## src/rtl/config_cb_chain_if.sv

```systemverilog
// config_cb_chain_if: program-chain and switch-control signals of one connection block
interface config_cb_chain_if #(
    parameter int CFG_BITS = 48,
    parameter int LANES    = 1
);
    logic                prgm_b;
    logic                cb_prgm_b;
    logic                cb_prgm_b_in;
    logic [LANES-1:0]    bit_in;
    logic [CFG_BITS-1:0] cfg_out;
    logic                cfg_valid;
    logic                cfg_err;
    logic                cb_prgm_b_out;
    modport master (
        output prgm_b, cb_prgm_b, cb_prgm_b_in, bit_in,
        input  cfg_out, cfg_valid, cfg_err, cb_prgm_b_out
    );
    modport slave (
        input  prgm_b, cb_prgm_b, cb_prgm_b_in, bit_in,
        output cfg_out, cfg_valid, cfg_err, cb_prgm_b_out
    );
endinterface

```

## src/rtl/config_cb_chain.sv

```systemverilog
// config_cb_chain: daisy-chained serial config loader with atomic commit and optional parity
module config_cb_chain #(
    parameter int CFG_BITS  = 48,
    parameter int LANES     = 1,
    parameter int PARITY_EN = 0
) (
    input logic clk,
    input logic reset,
    config_cb_chain_if.slave bus
);
    localparam int BEATS = CFG_BITS / LANES;
    localparam int NB    = BEATS + PARITY_EN;
    localparam int CW    = $clog2(NB + 1);
    typedef enum logic [1:0] {IDLE, SHIFT, PARITY, DONE} state_t;
    state_t              state;
    logic [CFG_BITS-1:0] shadow;
    logic [CFG_BITS-1:0] shifted;
    logic [CW-1:0]       count;
    logic                en;
    logic                last;
    logic                par_ok;
    assign en      = ~bus.prgm_b & bus.cb_prgm_b & bus.cb_prgm_b_in;
    assign shifted = (shadow << LANES) | CFG_BITS'(bus.bit_in);
    assign last    = count == CW'(BEATS - 1);
    assign par_ok  = ~(^shadow ^ bus.bit_in[0]);
    always_ff @(posedge clk or posedge reset) begin
        if (reset) begin
            state             <= IDLE;
            shadow            <= '0;
            count             <= '0;
            bus.cfg_out       <= '0;
            bus.cfg_valid     <= 1'b0;
            bus.cfg_err       <= 1'b0;
            bus.cb_prgm_b_out <= 1'b0;
        end else begin
            case (state)
                IDLE, SHIFT: begin
                    if (bus.prgm_b) begin
                        state <= IDLE;
                        count <= '0;
                    end else if (en) begin
                        shadow <= shifted;
                        count  <= count + 1'b1;
                        if (state == IDLE) bus.cfg_err <= 1'b0;
                        // the final data beat is folded into the commit on the same edge
                        if (last && PARITY_EN != 0) begin
                            state <= PARITY;
                        end else if (last) begin
                            state             <= DONE;
                            bus.cfg_out       <= shifted;
                            bus.cfg_valid     <= 1'b1;
                            bus.cb_prgm_b_out <= 1'b1;
                        end else begin
                            state <= SHIFT;
                        end
                    end
                end
                PARITY: begin
                    if (bus.prgm_b) begin
                        state <= IDLE;
                        count <= '0;
                    end else if (en) begin
                        state             <= DONE;
                        count             <= count + 1'b1;
                        bus.cb_prgm_b_out <= 1'b1;
                        if (par_ok) begin
                            bus.cfg_out   <= shadow;
                            bus.cfg_valid <= 1'b1;
                        end else begin
                            bus.cfg_err <= 1'b1;
                        end
                    end
                end
                DONE: begin
                    if (bus.prgm_b) begin
                        state             <= IDLE;
                        count             <= '0;
                        bus.cb_prgm_b_out <= 1'b0;
                    end
                end
                default: state <= IDLE;
            endcase
        end
    end
endmodule

```

## src/flat_wrapper.sv

```systemverilog
// flat-port wrapper written by rule: the top's interface ports become plain ports
module config_cb_chain_flat 
#(
    parameter int CFG_BITS  = 48,
    parameter int LANES     = 1,
    parameter int PARITY_EN = 0
)
  (clk, reset, bus_prgm_b, bus_cb_prgm_b, bus_cb_prgm_b_in, bus_bit_in, bus_cfg_out, bus_cfg_valid, bus_cfg_err, bus_cb_prgm_b_out);
  config_cb_chain_if #(.CFG_BITS(CFG_BITS), .LANES(LANES)) bus_i ();
  input logic clk;
  input logic reset;
  input wire logic [$bits(bus_i.prgm_b)-1:0] bus_prgm_b;
  input wire logic [$bits(bus_i.cb_prgm_b)-1:0] bus_cb_prgm_b;
  input wire logic [$bits(bus_i.cb_prgm_b_in)-1:0] bus_cb_prgm_b_in;
  input wire logic [$bits(bus_i.bit_in)-1:0] bus_bit_in;
  output wire logic [$bits(bus_i.cfg_out)-1:0] bus_cfg_out;
  output wire logic [$bits(bus_i.cfg_valid)-1:0] bus_cfg_valid;
  output wire logic [$bits(bus_i.cfg_err)-1:0] bus_cfg_err;
  output wire logic [$bits(bus_i.cb_prgm_b_out)-1:0] bus_cb_prgm_b_out;
  assign bus_i.prgm_b = bus_prgm_b;
  assign bus_i.cb_prgm_b = bus_cb_prgm_b;
  assign bus_i.cb_prgm_b_in = bus_cb_prgm_b_in;
  assign bus_i.bit_in = bus_bit_in;
  assign bus_cfg_out = bus_i.cfg_out;
  assign bus_cfg_valid = bus_i.cfg_valid;
  assign bus_cfg_err = bus_i.cfg_err;
  assign bus_cb_prgm_b_out = bus_i.cb_prgm_b_out;
  config_cb_chain #(.CFG_BITS(CFG_BITS), .LANES(LANES), .PARITY_EN(PARITY_EN)) u_core (.clk(clk), .reset(reset), .bus(bus_i));
endmodule
```

## config.mk

```make
export PLATFORM = sky130hd
export DESIGN_NAME = config_cb_chain_flat
export DESIGN_NICKNAME = d
export VERILOG_FILES = /design/src/rtl/config_cb_chain_if.sv /design/src/rtl/config_cb_chain.sv /design/src/flat_wrapper.sv
export SDC_FILE = /design/constraint.sdc
export NUM_CORES = 1
export LEC_CHECK = 0
export ABC_AREA = 1
export CAP_MARGIN = 15
export CORE_ASPECT_RATIO = 1.4
export CORE_MARGIN = 1.5
export CORE_UTILIZATION = 30
export CTS_CLUSTER_DIAMETER = 80
export DETAILED_ROUTE_END_ITERATION = 10
export GPL_TIMING_DRIVEN = 0
export PLACE_DENSITY_LB_ADDON = 0.1
export SYNTH_ARGS = -nofsm -noshare
export SYNTH_HDL_FRONTEND = slang
export SYNTH_SLANG_ARGS = --single-unit
```

## constraint.sdc

```tcl
create_clock -name clk -period 4.65 [get_ports clk]
set_clock_uncertainty 0.1 [all_clocks]
set_input_delay 0.93 -clock clk [delete_from_list [all_inputs] [get_ports clk]]
set_output_delay 0.93 -clock clk [all_outputs]
set_load 0.02 [all_outputs]
```

==> impl_metrics.yaml <==
clock_tree:
  clk_path_buf_depth: 2
  cts_tree: "done"
  cts_buffers: 9
  insertion_delay_ns: 0.36
  cts_setup_buffers: 0
  path_clk_slew_ns: 0.07
  cts_root_buf: "clkbuf_16"
  h-tree-depth: 3
  cts_sinks: 107
  cts_resized: 0
  cts_hold_buf: 0
die:
  ios: 57
  core_area_um2: 19200
  die_h_um: 168
  start_util_pct: 30.5
  num_rows: 60
  die-area_um2: 20400
  die_x_um: 121
logic_synthesis:
  yosys_warnings: 0
  synthesis.area_um2: 5860
  synth_fa_ha_area_share_pct: 0.214
  synth_top_family_by_area: "simple AND/OR/NAND/NOR gates"
  yosysMostFrequentCell: "nand2_1"
  synth_edf_count: 0
  synth_mux_area_share_pct: 0
  synth_flop_cell: "dfrtp_1"
  synthTopCellsByCount: "nand2_1 (413), dfrtp_1 (107), o21ai_0 (105)"
  synth_area_leaders: "dfrtp_1 (46%), nand2_1 (26%), o21ai_0 (9.0%)"
  synth_xor_area_share_pct: 1.35
  synth_top_area_cell: "dfrtp_1"
  synth_fp_nets: 858
  yosys.area.top_type_share_pct: 45.7
  yosys_register_bits: 107
  synth_compound_area_share_pct: 9.65
  synth-simple-area-share_pct: 34.5
  async_flop_share_pct: 100
  syn_avg_cell_area_um2: 6.89
  synth.distinct_cells: 24
  synthCells: 851
  ys_seq_area_share_pct: 45.7
route:
  antenna_left: 0
  drc: 0
  wl_per_cell_um: 13.2
  drtIter0Drc: 239
  via_per_inst: 4.57
  num_vias: 5359
  firstDrtPassIters: 4
  drt-total-wl_um: 15400
timing:
  maxSlewViolCount: 0
  setup_tns_ns: 0
  holdWs_ns: 0.355
  rsz0062_at_grt: "no"
  period_needed_ns: 3.15
  finalHoldViolations: 0
  period_share_pct: 67.7
  finalSetupViolCount: 0
  fmax_ghz: 0.317
  relSlewSlack_pct: 54.2
  tightest_slew_ns: 0.684
power:
  ir_worst_vdd_mv: 0.172
  clkPwrFrac_pct: 41.0
  seq_power_share_pct: 49.6
  p_int_mw: 1.45
  p_leak_nw: 3.45
  power_density_nw_per_um2: 278
  p_sw_share_pct: 26.4
  p_switching_mw: 0.519
  pwr-share-comb_pct: 9.4
critical_path:
  reg2reg_from: "u_core.count[0]"
  critPathRequiredTime_ns: 4.85
  worstReg2RegEnd: "u_core.bus.cfg_out[16]"
  r2r_cells: 9
  critPathMaxFanout: 10
  worstPathArrival_ns: 3.35
  crit_path_end_kind: "register"
  r2r_setup_slack_ns: 1.98
  start_kind: "primary input"
  crit_type: "in2reg"
cells_and_area:
  area_delta_synth_final_pct: 20.6
  drive_gt1_share_pct: 4.65
  finalCoreUtilization_pct: 36.8
  fillers: 2136
  n_antenna_cell: 0
  nets: 926
grt:
  antenna_found_initial: 0
  grt_overflow: 0
  grt_pass1_wl_um: 26200
  grt_max_degree: 77
  grt_pass1_vias: 5156
  grt_use_total_pct: 16.1
status:
  status: "finished clean"
place:
  io_buffers: 56
  place.gp.congestion: 0.755
  dp_hpwl_um: 11100
run:
  cap_viol_max_count: 0
worst_hold_path:
  min_path_type: "reg2reg"
  min_path_cells: 1
  worstHoldEndpoint: "u_core.count[2]"
  holdCritStartpoint: "u_core.count[2]"
how the worst max path moves through the flow:
stage | start | endpoint | cells after the start
5_1_grt | bus_cb_prgm_b | u_core.bus.cfg_out[11] | 9
3_5_place_dp | bus_cb_prgm_b_in | u_core.bus.cfg_out[1] | 9
2_1_floorplan | reset | u_core.bus.cb_prgm_b_out | 1
6_report | bus_cb_prgm_b_in | u_core.bus.cfg_out[16] | 9
4_1_cts | bus_cb_prgm_b_in | u_core.bus.cfg_out[9] | 9
3_3_place_gp | reset | u_core.bus.cfg_out[43] | 2
sequential cells by signal, summed over array words and instances, names as in the netlist:
| name | cells |
|---|---|
| u_core.bus.cfg_out | 48 |
| u_core.shadow | 48 |
| u_core.count | 6 |
| u_core.state | 2 |
| u_core.bus.cb_prgm_b_out | 1 |
| u_core.bus.cfg_err | 1 |
| u_core.bus.cfg_valid | 1 |
kinds of logic after synthesis:
kind of cell,count (synthesis)
and+or+nand+nor,498
adders and majority gates,1
buffers and inverters,124
xor gates and xnor gates,9
DFF,107
AOI/OAI and AO/OA,112
area by class of cell:
| class | instances | area [um^2] | share of cell area (%) |
|---|---|---|---|
| plain buffers | 41 | 190 | 2.69 |
| repair buffers | 57 | 588 | 8.32 |
| well taps | 248 | 310 | 4.39 |
| multi-input cells | 620 | 2680 | 37.9 |
| flip-flops and latches | 107 | 2680 | 37.9 |
| inverters | 83 | 317 | 4.48 |
| clock inverters | 6 | 65.1 | 0.921 |
| clock buffers | 10 | 239 | 3.38 |
layer usage:
metal	GRT usage [%]	up-vias	wire [um]	share of wire [%]
met1	20.0	2471	7080	46
li1	-	2821	-	-
met2	28.4	55	7760	50
met3	1.93	12	351	2.3
met5	0	-	0	0
met4	5.88	0	237	1.5
power by group through the flow:
stage | Sequential (mW) | Combinational [mW] | Clock, mW
final | 0.975 | 0.185 | 0.806
after global routing | 0.979 | 0.220 | 0.866
after CTS | 0.975 | 0.189 | 0.842
after detailed placement | 0.994 | 0.188 | 0
after global placement | 0.995 | 0.182 | 0
after floorplan | 0.989 | 0.140 | 0
through the flow:
stage	total power [mW]	std cells	setup slack [ns]	area (um^2)
final	1.97	1172	1.50	7070
after global routing	2.06	1172	1.39	7070
after CTS	2.01	1172	1.55	7070
after detailed placement	1.18	1156	1.17	6760
after global placement	1.18	1155	-1.17	6730
after floorplan	1.13	851	0.803	5860
layout by cell type, fill, tap and decap left out, types with 2 or more instances in the layout:
cell	netlist	layout
inv_1	72	71
buf_6	2	2
buf_1	3	3
xnor2_1	5	5
a31oi_1	2	2
nand3_2	2	2
o21ai_0	105	105
buf_2	8	8
clkinv_4	0	2
nor3_1	2	2
buf_4	3	3
nand3_1	9	9
clkbuf_1	25	25
a21oi_1	4	4
nand4_1	49	49
clkbuf_16	0	9
nand2_1	413	413
dfrtp_1	107	107
nor2_1	21	21
xor2_1	4	4
clkdlybuf4s50_1	0	56
clkinv_1	2	2
inv_2	9	9
clkinv_2	0	2
critical path, cell delays in order:
cell and delay [ns]:
clkdlybuf4s50_1 0.45, nand2_1 0.10, nor2_1 0.27, a21oi_1 0.07, nor2_1 0.35, clkbuf_1 0.46
clkbuf_1 0.44, nand4_1 0.17, nand2_1 0.10
No activity file was read; power rests on OpenSTA's default activity.
